`config.mk`:
```
export PLATFORM = sky130hd
export DESIGN_NAME = rr_mux_arbiter
export DESIGN_NICKNAME = d
export VERILOG_FILES = /design/src/rtl/rr_mux_pkg.sv /design/src/rtl/rr_arbiter.sv /design/src/rtl/rr_mux_arbiter.sv
export SDC_FILE = /design/constraint.sdc
export NUM_CORES = 1
export LEC_CHECK = 0
export CORE_AREA = 10 10 66 68
export CTS_BUF_LIST = sky130_fd_sc_hd__clkbuf_4
export DETAILED_ROUTE_END_ITERATION = 6
export DIE_AREA = 0 0 76 78
export PLACE_DENSITY = 0.75
export SYNTH_ARGS = -nofsm -noshare
export SYNTH_HDL_FRONTEND = slang
export SYNTH_SLANG_ARGS = --single-unit
```
`constraint.sdc`:
```
create_clock -name clk -period 4.05 [get_ports clk]
set_clock_uncertainty 0.1 [all_clocks]
set_input_delay 0.81 -clock clk [delete_from_list [all_inputs] [get_ports clk]]
set_output_delay 0.81 -clock clk [all_outputs]
set_load 0.01 [all_outputs]
```
`src/rtl/rr_mux_pkg.sv`:
```
// Shared definitions for the round-robin arbitrated multiplexer and its arbiter.
// Holds the arbitration-mode encodings and the channel-index width helper.
package rr_mux_pkg;

    localparam int ARB_FIXED = 0;
    localparam int ARB_RR    = 1;

    // A single channel index still needs one bit, so clog2 is clamped at 1.
    function automatic int sel_width(input int n);
        return (n <= 2) ? 1 : $clog2(n);
    endfunction

endpackage

```
`src/rtl/rr_arbiter.sv`:
```
// Combinational winner selection: the first requester at or after ptr wins,
// searching upward with wrap-around. A ptr of zero gives fixed lowest-index priority.
module rr_arbiter
    import rr_mux_pkg::*;
#(
    parameter int NUM_CH = 4,
    parameter int SEL_W  = sel_width(NUM_CH)
) (
    input  logic [NUM_CH-1:0] req,
    input  logic [SEL_W-1:0]  ptr,
    output logic [NUM_CH-1:0] grant,
    output logic [SEL_W-1:0]  winner,
    output logic              any_req
);

    localparam logic [SEL_W:0] NUM_CH_W = (SEL_W+1)'(NUM_CH);

    logic [SEL_W:0]   sum;
    logic [SEL_W-1:0] pos;

    // Offsets are walked from farthest to nearest so the requester closest to
    // ptr is the last one assigned and therefore the one that sticks.
    always_comb begin
        grant   = '0;
        winner  = '0;
        sum     = '0;
        pos     = '0;
        any_req = |req;
        for (int k = NUM_CH - 1; k >= 0; k--) begin
            sum = {1'b0, ptr} + (SEL_W+1)'(k);
            if (sum >= NUM_CH_W) begin
                sum = sum - NUM_CH_W;
            end
            pos = sum[SEL_W-1:0];
            if (req[pos]) begin
                grant      = '0;
                grant[pos] = 1'b1;
                winner     = pos;
            end
        end
    end

endmodule

```
`src/rtl/rr_mux_arbiter.sv`:
```
// N-channel arbitrated multiplexer feeding one registered valid/ready output stage.
// Supports round-robin or fixed lowest-index priority between the producers.
module rr_mux_arbiter
    import rr_mux_pkg::*;
#(
    parameter int WIDTH   = 5,
    parameter int NUM_CH  = 4,
    parameter int RR_MODE = ARB_RR,
    parameter int SEL_W   = sel_width(NUM_CH)
) (
    input  logic                    clk,
    input  logic                    rst_n,
    input  logic [NUM_CH*WIDTH-1:0] in_data,
    input  logic [NUM_CH-1:0]       in_valid,
    output logic [NUM_CH-1:0]       in_ready,
    output logic [WIDTH-1:0]        out_data,
    output logic [SEL_W-1:0]        out_sel,
    output logic                    out_valid,
    input  logic                    out_ready
);

    localparam logic [SEL_W-1:0] LAST_CH = SEL_W'(NUM_CH - 1);

    logic [WIDTH-1:0]  ch_data [NUM_CH];
    logic [NUM_CH-1:0] grant;
    logic [SEL_W-1:0]  winner;
    logic [SEL_W-1:0]  ptr;
    logic [SEL_W-1:0]  next_ptr;
    logic              any_req;
    logic              load;
    logic              xfer;

    for (genvar i = 0; i < NUM_CH; i++) begin : g_unpack
        assign ch_data[i] = in_data[i*WIDTH +: WIDTH];
    end

    rr_arbiter #(
        .NUM_CH (NUM_CH),
        .SEL_W  (SEL_W)
    ) u_arbiter (
        .req     (in_valid),
        .ptr     (ptr),
        .grant   (grant),
        .winner  (winner),
        .any_req (any_req)
    );

    // The output slot can take a beat when empty or when its beat leaves this cycle.
    assign load     = !out_valid || out_ready;
    assign in_ready = (rst_n && load && any_req) ? grant : '0;
    assign xfer     = |in_ready;
    assign next_ptr = (winner == LAST_CH) ? '0 : winner + SEL_W'(1);

    // Output register and rotation pointer; the pointer stays at zero in fixed mode.
    always_ff @(posedge clk or negedge rst_n) begin
        if (!rst_n) begin
            out_valid <= 1'b0;
            out_data  <= '0;
            out_sel   <= '0;
            ptr       <= '0;
        end else begin
            if (xfer) begin
                out_data  <= ch_data[winner];
                out_sel   <= winner;
                out_valid <= 1'b1;
                if (RR_MODE == ARB_RR) begin
                    ptr <= next_ptr;
                end
            end else if (out_ready) begin
                out_valid <= 1'b0;
            end
        end
    end

endmodule

```
# Word-level counts from Yosys, hierarchy flattened
# Index checks and enable logic that the tools add are counted.
# op_classes
addsub	8
n_lt_le_gt_ge	13
n_eq_ne	1
mux	35
n_bitwise	1
reduce_logical	11
# op_table
operator	n
$mux 4	5
$mux 2	9
$ge 3x3->1 const B	4
$lt 2x3->1 const B	4
$bmux 5 s2	1
$mux 1	10
$mux 5	2
$bmux 1 s2	4
$demux 1 s2	4
$ge 2x1->1 const B	4
$reduce_or 4->1	2
$sub 2x1->2 const B	4
$add 2x2->3 const B	2
$logic_and 1x1->1	6
$add 2x1->3 const B	1
$ge 2x3->1 const B	1
$not 2->3	1
$add 2x1->2 const B	1
$eq 2x2->1 const B	1
$reduce_bool 2->1	1
$logic_not 1->1	1
$logic_or 1x1->1	1
# word_totals
reg_bits	10
in_bits	27
output_inout_bits	12
elab_cells	73

# Depth between registers and ports, before layout
# Gate-level depths: netlist (run 1).
# logic_depth
depth_word	14
ltp_mapped	14
ltp_nobuf	8

# By module
# From an unflattened synthesis (run 1), not the netlist that was laid out.
# unflattened
cells_unflattened	99
area_unflattened_um2	1097.3
# modules_own_cells
mod	instances	cells_each	area_per_inst_um2	seq_area_each_um2
rr_mux_arbiter	1	37	599.3	250.2
rr_arbiter	1	62	498.0	0.0

# Worst setup path after synthesis (run 1)
# Ideal clock, no wire load.
# synth_path
path_type	reg2reg
from	register ptr[0]
to	register out_data[0]
setup_time_ns	0.125
arrival_time_ns	3.850
required_ns	3.825
path_slack_ns	-0.026
path_stages_with_launch	14
path_buffers	6
synth_period_minus_slack_ns	4.076
path_cell_list	dfrtp_1 -> buf_6 -> clkbuf_1 -> clkinv_1 -> clkbuf_1 -> ha_1 -> buf_6 -> mux4_2 -> buf_6 -> a221oi_1 -> a211oi_1 -> or4_1 -> buf_6 -> mux2_4
# synth_via
elab_chain_len	13
word_cells_on_any_way	57
cone_classes	7 x add/sub; 12 x order compare; 32 x mux; 1 x bitwise; 5 x reduce/logical
# synth_lines
item	line_no	text
start, declared	rr_mux_arbiter.sv:27	logic [SEL_W-1:0] ptr;
start signal, assigned	rr_mux_arbiter.sv:67	ptr <= next_ptr;
$add 2x2->3	rr_arbiter.sv:30	sum = {1'b0, ptr} + (SEL_W+1)'(k);
$ge 3x3->1 or $sub 2x1->2 (tied branches)	rr_arbiter.sv:31, rr_arbiter.sv:32	
$mux 2	rr_arbiter.sv:31	if (sum >= NUM_CH_W) begin
$lt 2x3->1 (implied by the code) or $ge 2x1->1 (tied branches)	rr_arbiter.sv:37	grant[pos] = 1'b1;
$logic_and 1x1->1 (implied by the code)	rr_arbiter.sv:37	
$mux 1 (implied by the code)	rr_arbiter.sv:37	
$demux 1 s2	--	
$mux 4 (3 in series)	rr_arbiter.sv:35	if (req[pos]) begin
$mux 4 (*)	rr_arbiter.sv:35	
$mux 4 (*)	rr_mux_arbiter.sv:50	assign in_ready = (rst_n && load && any_req) ? grant : '0;
named net in_ready[3]	rr_mux_arbiter.sv:15	output logic [NUM_CH-1:0] in_ready,
$reduce_or 4->1 (*)	rr_mux_arbiter.sv:51	assign xfer = |in_ready;
end signal, assigned	rr_mux_arbiter.sv:63	out_data <= ch_data[winner];
end, declared	rr_mux_arbiter.sv:16	output logic [WIDTH-1:0] out_data,
# Mark *: on every way through the listed nets, which the timed path passes. The rest lies on a longest branch. The select of a mux whose other input is x is not followed.
# A chain may end at the register's enable or synchronous reset.

# Worst setup path in the final report (run 1)
# layout_path
from	input in_valid[2]
to	register out_data[2]
# layout_via
elab_chain_len	10
word_cells_on_any_way	24
cone_classes	20 x mux; 1 x bitwise; 3 x reduce/logical
# layout_lines
item	line_no	text
start, declared	rr_mux_arbiter.sv:14	input logic [NUM_CH-1:0] in_valid,
$bmux 1 s2	rr_arbiter.sv:35	
$mux 1 (implied by the code)	rr_arbiter.sv:35	
$mux 2 (4 in series)	rr_arbiter.sv:35	
$not 2->3 (implied by the code)	rr_mux_arbiter.sv:63	
$bmux 5 s2	rr_mux_arbiter.sv:63	
$mux 5 (implied by the code) (2 in series)	rr_mux_arbiter.sv:63	
# Parallel ways exist; a longest one is shown, timed or not. The select of a mux whose other input is x is not followed.

==> impl_metrics.yaml, run 1 <==
outcome:
  status: "completed"
clock_network:
  cts_tree: "done"
  cts_max_level: 1
  worstSkewPairLatency_ns: 0.27
  clk_pin_slew_ns: 0.06
  cts_resized: 0
  root_buffer: "clkbuf_4"
  hold_buffers: 0
  clockBufferDepth: 2
  cts_setup_buffers: 0
  clock-sinks: 10
  cts-buffers-inserted: 3
route:
  drt_iter0_markers: 48
  viasPerCell: 5.60
  postRouteAntennaNets: 0
  dr.pass1.iters: 5
  route.detailed.drc: 0
  routed-via-count: 1204
  wl_per_cell_um: 16.6
  drt_wl_total_mm: 3.57
synth:
  syn_area_sq_um: 1290
  postSynthAreaPerCell_sq_um: 10.5
  synthCells: 123
  ys_top_cells_by_area: "dfrtp_1 19%, mux2i_1 15%, mux2_4 10%"
  syn_nets: 158
  ys_types: 30
  synth.top_cell.area_share: 0.194
  yosysWarningCount: 0
  yosys.area.top_type: "dfrtp_1"
  yosys_register_bits: 10
  yosysSeqAreaShare: 0.194
finish:
  layout-drive-gt1-share: 0.225
  fillers: 296
  final_common_cell: "clkdlybuf4s50_1"
  antenna_cells: 0
  final_nets: 205
  areaGrowthSynthToFinish_pct: 38.6
  stdcell_count: 215
  layout_common_cells: "34 x clkdlybuf4s50_1, 19 x mux2i_1, 14 x buf_4, 10 x dfrtp_1"
floorplan:
  io-pin-count: 39
  start_util: 0.405
  core_sq_um: 3180
  dieHeight_um: 78
  chipWidth_um: 76
  dieArea_sq_um: 5930
  num_rows: 21
timing:
  finalSetupViolations: 0
  tightest_slew_ns: 0.808
  hold_slack_ns: 0.416
  hold_viol: 0
  slew_viol_final: 0
  finalSetupTns_ns: 0
  slew_headroom: 0.461
  fin_ws_ns: 0.390
  finalCriticalPeriod_ns: 3.66
  rsz0062_at_grt: "no"
  fin_crit_sh: 0.904
  fmax_mhz: 273
global_routing:
  grt_pass1_vias: 1298
  grtUsageTotal: 0.115
  grt_overflow: 0
  grt_max_degree: 22
  grt_pass1_wl_mm: 5.95
  antenna_found_initial: 0
worst_setup_path:
  path_max_fanout: 12
  cp-end-kind: "flip-flop"
  required_ns: 4.09
  reg2reg_from: "ptr[1]"
  r2r_slack_ns: 0.47
  worstSetupStartpointType: "primary input"
  arrival_ns: 3.70
  reg2reg_to: "out_data[2]"
  reg2regPathDepth: 8
  crit_type: "in2reg"
pwr:
  powerDensity_nw_per_um2: 843
  ir_worst_vdd_uv: 302
  power_leakage_nw: 0.797
  power_mw: 1.50
place:
  post-place-cells: 211
  port_buffers: 38
  post-place-ws_ns: 0.0165
  dp_hpwl_mm: 2.95
  gp_congestion: 0.911
hold_path:
  whs_endpoint: "out_data[1]"
  holdPathStages: 1
  min_from: "out_data[1]"
  hold_class: "reg2reg"
flow_run:
  maxCapViolCount: 0
power breakdown:
| part | total (mW) | leakage [nW] | internal [mW] | switching, mW |
|---|---|---|---|---|
| clock | 0.0689 | 0.0154 | 0.0355 | 0.0334 |
| combinational | 1.25 | 0.666 | 0.659 | 0.587 |
| sequential | 0.190 | 0.116 | 0.159 | 0.0309 |
| total | 1.50 | 0.797 | 0.853 | 0.651 |
metrics by stage:
| stage | util | cell area, sq um |
|---|---|---|
| after CTS | 0.557 | 1770 |
| after global placement | 0.549 | 1750 |
| after detailed placement | 0.549 | 1750 |
| after global routing | 0.561 | 1780 |
| final | 0.561 | 1780 |
| after floorplan | - | 1290 |
logic make-up after synthesis:
kind of cell | synth area share
fa+ha+maj | 0.0777
buf+inv | 0.0719
simple gates | 0.112
mux | 0.353
flops | 0.194
compound gates | 0.191
worst max-delay path, stage by stage:
cell,delay [ns]
clkdlybuf4s50_1,0.45
mux4_2,0.50
buf_4,0.20
a221oi_1,0.35
a211oi_1,0.14
or4_1,0.84
mux2_4,0.40
state kept, by name, summed over array words and instances, names as in the netlist:
register,cells
out_valid,1
ptr,2
out_data,5
out_sel,2
worst max-delay path by stage:
stage | to | startpoint | slack (ns)
floorplan | out_data[0] | ptr[0] | 0.12
global placement | in_ready[3] | in_valid[2] | 0.13
detailed placement | in_ready[2] | in_valid[2] | 0.02
CTS | in_ready[2] | in_valid[2] | 0.02
global route | in_ready[1] | in_valid[2] | 0.31
finish | out_data[2] | in_valid[2] | 0.39
metal layers:
layer / track usage / wire length (um) / up-vias
met4: 0.0246 / 48 / 0
met5: 0 / 0 / -
met1: 0.121 / 1500 / 570
met2: 0.222 / 1840 / 43
li1: - / - / 587
met3: 0.0323 / 184 / 4
synth_stat cells:
cell / n
mux2_4: 9
a21oi_1: 1
a311oi_2: 1
mux4_2: 3
nand2_1: 7
a221oi_1: 4
o311ai_0: 5
nor3b_1: 1
mux2i_2: 2
a211oi_1: 4
mux2_2: 3
mux2i_1: 19
nand3_1: 1
o221ai_1: 1
nand2b_1: 2
a21o_1: 2
buf_2: 2
nor2_1: 9
o221a_2: 1
clkinv_1: 1
clkbuf_1: 2
inv_1: 1
buf_6: 6
a31oi_1: 5
ha_1: 8
dfrtp_1: 10
or4_1: 6
nor2b_4: 1
a2111oi_0: 5
a21boi_0: 1
area by class of cell:
class,count,area (sq um),share of cell area
multi-input cells,101,947,0.531
clock inverters,1,3.75,0.00210
inverters,2,7.51,0.00421
repair buffers,52,495,0.278
well taps,46,57.6,0.0323
clock buffers,3,22.5,0.0126
flip-flops and latches,10,250,0.140
Note: power is estimated with default switching activity, not from simulation.
==> run 2: changes to the inputs <==
--- a/config.mk
+++ b/config.mk
@@ -5,11 +5,11 @@
 export SDC_FILE = /design/constraint.sdc
 export NUM_CORES = 1
 export LEC_CHECK = 0
-export CORE_AREA = 10 10 66 68
+export CORE_AREA = 10 10 88 52
 export CTS_BUF_LIST = sky130_fd_sc_hd__clkbuf_4
 export DETAILED_ROUTE_END_ITERATION = 6
-export DIE_AREA = 0 0 76 78
-export PLACE_DENSITY = 0.75
+export DIE_AREA = 0 0 98 62
+export PLACE_DENSITY = 0.76
 export SYNTH_ARGS = -nofsm -noshare
 export SYNTH_HDL_FRONTEND = slang
 export SYNTH_SLANG_ARGS = --single-unit
==> impl_metrics.yaml, run 2 (synthesis gave the netlist of run 1 again) <==
worst_setup_path:
  crit_type: "in2out"
  worstSetupStartpointType: "primary input"
  reg2reg_to: "out_data[3]"
  required_ns: 3.14
  arrival_ns: 2.90
  cp-end-kind: "output pin"
  reg2regPathDepth: 10
  path_max_fanout: 5
  reg2reg_from: "ptr[1]"
  r2r_slack_ns: 0.52
clock_network:
  clock-sinks: 10
  clk_pin_slew_ns: 0.08
  clockBufferDepth: 2
  cts_resized: 3
  cts-buffers-inserted: 3
  worstSkewPairLatency_ns: 0.28
  cts_tree: "done"
  root_buffer: "clkbuf_4"
  cts_setup_buffers: 0
  cts_max_level: 1
  hold_buffers: 0
timing:
  hold_viol: 0
  fin_ws_ns: 0.235
  finalSetupViolations: 0
  fmax_mhz: 262
  hold_slack_ns: 0.425
  fin_crit_sh: 0.942
  rsz0062_at_grt: "no"
  tightest_slew_ns: 0.985
  finalCriticalPeriod_ns: 3.81
  slew_viol_final: 0
  slew_headroom: 0.343
floorplan:
  num_rows: 15
  io-pin-count: 39
  dieArea_sq_um: 6080
  dieHeight_um: 62
  chipWidth_um: 98
  start_util: 0.406
  core_sq_um: 3170
pwr:
  power_mw: 1.55
  powerDensity_nw_per_um2: 867
  power_leakage_nw: 0.770
  ir_worst_vdd_uv: 567
route:
  wl_per_cell_um: 18.6
  drt_wl_total_mm: 3.96
  viasPerCell: 5.89
  routed-via-count: 1254
  postRouteAntennaNets: 0
  route.detailed.drc: 0
  drt_iter0_markers: 108
  dr.pass1.iters: 4
global_routing:
  grt_pass1_wl_mm: 6.48
  grtUsageTotal: 0.130
  grt_overflow: 0
  grt_max_degree: 22
  grt_pass1_vias: 1365
  antenna_found_initial: 0
finish:
  largest_registers: "out_data x5, out_sel x2, ptr x2"
  largest_reg_flops: 5
  fillers: 267
  final_core_util: 0.562
  stdcell_count: 213
  layout-drive-gt1-share: 0.234
  final_common_cell: "clkdlybuf4s50_1"
  areaGrowthSynthToFinish_pct: 38.5
  multi_input_area_sq_um: 947
  layout_common_cells: "34 x clkdlybuf4s50_1, 19 x mux2i_1, 16 x buf_4, 10 x dfrtp_1"
  top_register: "out_data"
  final_nets: 207
  seqCellArea_sq_um: 250
  antenna_cells: 0
place:
  gp_congestion: 0.909
  post-place-cells: 209
  port_buffers: 38
  dp_hpwl_mm: 3.23
  post-place-ws_ns: -0.0404
flow_run:
  maxCapViolCount: 0
hold_path:
  hold_class: "reg2reg"
  whs_endpoint: "out_data[4]"
  min_from: "out_data[4]"
  holdPathStages: 1
outcome:
  status: "completed"
==> run 2: changes by cell type in the layout (fill, tap and decap cells not counted), sizes merged <==
| cell | change |
|---|---|
| buf | +2 |
| dlymetal6s2s | -3 |
| dlygate4sd2 | +3 |
==> run 2: worst max-delay path by stage <==
stage          slack, ns        start  cells past startpoint          end
6_report            0.24  in_valid[2]                      7  in_ready[1]
2_1_floorplan       0.12       ptr[0]                     13  out_data[0]
5_1_grt             0.04  in_valid[2]                      7  in_ready[3]
3_5_place_dp       -0.04  in_valid[2]                      7  in_ready[3]
3_3_place_gp        0.07  in_valid[2]                      7  in_ready[3]
4_1_cts             0.01  in_valid[2]                      7  in_ready[2]
==> run 2: layout make-up <==
class,instances,share of cell area
clock buffers,3,0.0126
clock inverters,1,0.00211
inverters,2,0.00421
multi-input cells,101,0.531
flip-flops and latches,10,0.140
well taps,42,0.0295
repair buffers,54,0.280
==> run 2: power breakdown <==
part / switching, mW / internal, mW
Clock: 0.0400 / 0.0358
Sequential: 0.0312 / 0.159
Combinational: 0.612 / 0.668
Total: 0.683 / 0.862
==> run 2: through the flow <==
step                      cell area (sq um)  setup TNS, ns
after floorplan                        1290              0
after global placement                 1760              0
after detailed placement               1760        -0.0915
after CTS                              1780              0
after global routing                   1780              0
final                                  1780              0
==> run 2: metal layers <==
metal | share of wire | global-route usage | vias up
met1 | 0.45 | 0.149 | 599
li1 | - | - | 596
met4 | 0.012 | 0.0473 | 0
met3 | 0.075 | 0.0408 | 8
met2 | 0.46 | 0.230 | 51
met5 | 0 | 0 | -
==> run 2: critical path, stage by stage <==
cell and delay, ns:
clkdlybuf4s50_1 0.48, mux4_2 0.51, nor3b_1 0.24, buf_4 0.16
nand2_1 0.06, a211oi_1 0.33, dlygate4sd2_1 0.32
==> run 3: changes to the inputs <==
--- a/config.mk
+++ b/config.mk
@@ -5,11 +5,11 @@
 export SDC_FILE = /design/constraint.sdc
 export NUM_CORES = 1
 export LEC_CHECK = 0
-export CORE_AREA = 10 10 88 52
+export CORE_AREA = 10 10 95 55
 export CTS_BUF_LIST = sky130_fd_sc_hd__clkbuf_4
 export DETAILED_ROUTE_END_ITERATION = 6
-export DIE_AREA = 0 0 98 62
-export PLACE_DENSITY = 0.76
+export DIE_AREA = 0 0 105 65
+export PLACE_DENSITY = 0.67
 export SYNTH_ARGS = -nofsm -noshare
 export SYNTH_HDL_FRONTEND = slang
 export SYNTH_SLANG_ARGS = --single-unit
==> impl_metrics.yaml, run 3 (synthesis gave the netlist of run 1 again) <==
outcome:
  status: "completed"
clock_network:
  cts_setup_buffers: 0
  cts-buffers-inserted: 3
  cts_tree: "done"
  clk_pin_slew_ns: 0.07
  root_buffer: "clkbuf_4"
  hold_buffers: 0
  cts_max_level: 1
  clockBufferDepth: 2
  worstSkewPairLatency_ns: 0.27
  clock-sinks: 10
worst_setup_path:
  worstSetupStartpointType: "primary input"
  reg2reg_to: "out_data[1]"
  r2r_slack_ns: 0.59
  required_ns: 3.14
  arrival_ns: 3.03
  cp-end-kind: "output pin"
  reg2reg_from: "ptr[1]"
  path_max_fanout: 11
  crit_type: "in2out"
  reg2regPathDepth: 10
route:
  wl_per_cell_um: 17.1
  dr.pass1.iters: 4
  routed-via-count: 1217
  drt_iter0_markers: 22
  viasPerCell: 5.43
  postRouteAntennaNets: 0
  drt_wl_total_mm: 3.83
  route.detailed.drc: 0
timing:
  finalCriticalPeriod_ns: 3.94
  tightest_slew_ns: 0.954
  hold_viol: 0
  fmax_mhz: 254
  fin_ws_ns: 0.110
  finalSetupTns_ns: 0
  finalSetupViolations: 0
  fin_crit_sh: 0.973
  slew_viol_final: 0
  slew_headroom: 0.364
flow_run:
  maxCapViolCount: 0
pwr:
  ir_worst_vdd_uv: 302
  power_mw: 1.57
  powerDensity_nw_per_um2: 864
  power_leakage_nw: 0.777
floorplan:
  core_sq_um: 3680
  chipWidth_um: 105
  io-pin-count: 39
  dieArea_sq_um: 6830
  num_rows: 16
  dieHeight_um: 65
  start_util: 0.350
hold_path:
  min_from: "out_data[0]"
  hold_class: "reg2reg"
  holdPathStages: 1
  whs_endpoint: "out_data[0]"
global_routing:
  grt_overflow: 0
  use_met3: 0.0207
  antenna_found_initial: 0
  grt_max_degree: 22
  grt_pass1_vias: 1190
  grtUsageMet1: 0.145
  grtUsageTotal: 0.104
  use_met2: 0.157
  grt_pass1_wl_mm: 5.96
  global_route.peak_usage_layer: "met2"
place:
  port_buffers: 38
  post-place-ws_ns: 0.0515
  gp_congestion: 0.845
  dp_hpwl_mm: 3.09
finish:
  areaGrowthSynthToFinish_pct: 41.3
  final_common_cell: "clkdlybuf4s50_1"
  antenna_cells: 0
  largest_registers: "out_data x5, out_sel x2, ptr x2"
  final_nets: 206
  largest_reg_flops: 5
  top_register: "out_data"
  layout_common_cells: "36 x clkdlybuf4s50_1, 19 x mux2i_1, 15 x buf_4, 10 x dfrtp_1"
  layout-drive-gt1-share: 0.253
-- run 3: area by class of cell --
class                      count  area (sq um)
timing repair buffer          53           498
inverter                       2          7.51
sequential                    10           250
clock buffer                   3          22.5
clock inverter                 1          3.75
fill                         335          1860
tap                           54          67.6
multi-input combinational    101           970
-- run 3: worst max-delay path by stage --
stage | start | endpoint | depth (start not counted)
final | in_valid[3] | in_ready[3] | 7
after global routing | in_valid[0] | in_ready[0] | 7
after CTS | in_valid[3] | in_ready[0] | 7
after detailed placement | in_valid[3] | in_ready[0] | 7
after global placement | in_valid[2] | in_ready[3] | 7
after floorplan | ptr[0] | out_data[0] | 13
-- run 3: metal layers --
layer  wire, um  share of wire
met1       1990           0.52
met2       1710           0.44
met4         38         0.0099
met3        100          0.026
met5          0              0
-- run 3: worst max-delay path: stages --
cell	delay [ns]
clkdlybuf4s50_1	0.47
mux4_2	0.49
buf_4	0.16
buf_4	0.17
a221oi_2	0.32
a211oi_2	0.12
clkdlybuf4s50_1	0.50
-- run 3: power by group --
group          internal, mW  total (mW)  switching (mW)  leakage (nW)
combinational         0.680        1.31           0.628         0.645
sequential            0.159       0.189          0.0304         0.116
clock                0.0357      0.0739          0.0383        0.0154
-- run 3: repair_timing --
item                                   CTS  global route
setup endpoints to repair                0             4
resized for setup                        0             7
endpoints found under the hold margin    0             0
-- run 3: per-stage QoR --
step,hold WS (ns),util,cells,cell area (sq um)
6_report,0.420,0.494,224,1820
4_1_cts,0.420,0.486,224,1790
3_3_place_gp,0.396,0.479,220,1760
5_1_grt,0.439,0.494,224,1820
3_5_place_dp,0.399,0.479,220,1760
2_1_floorplan,0.414,-,123,1290
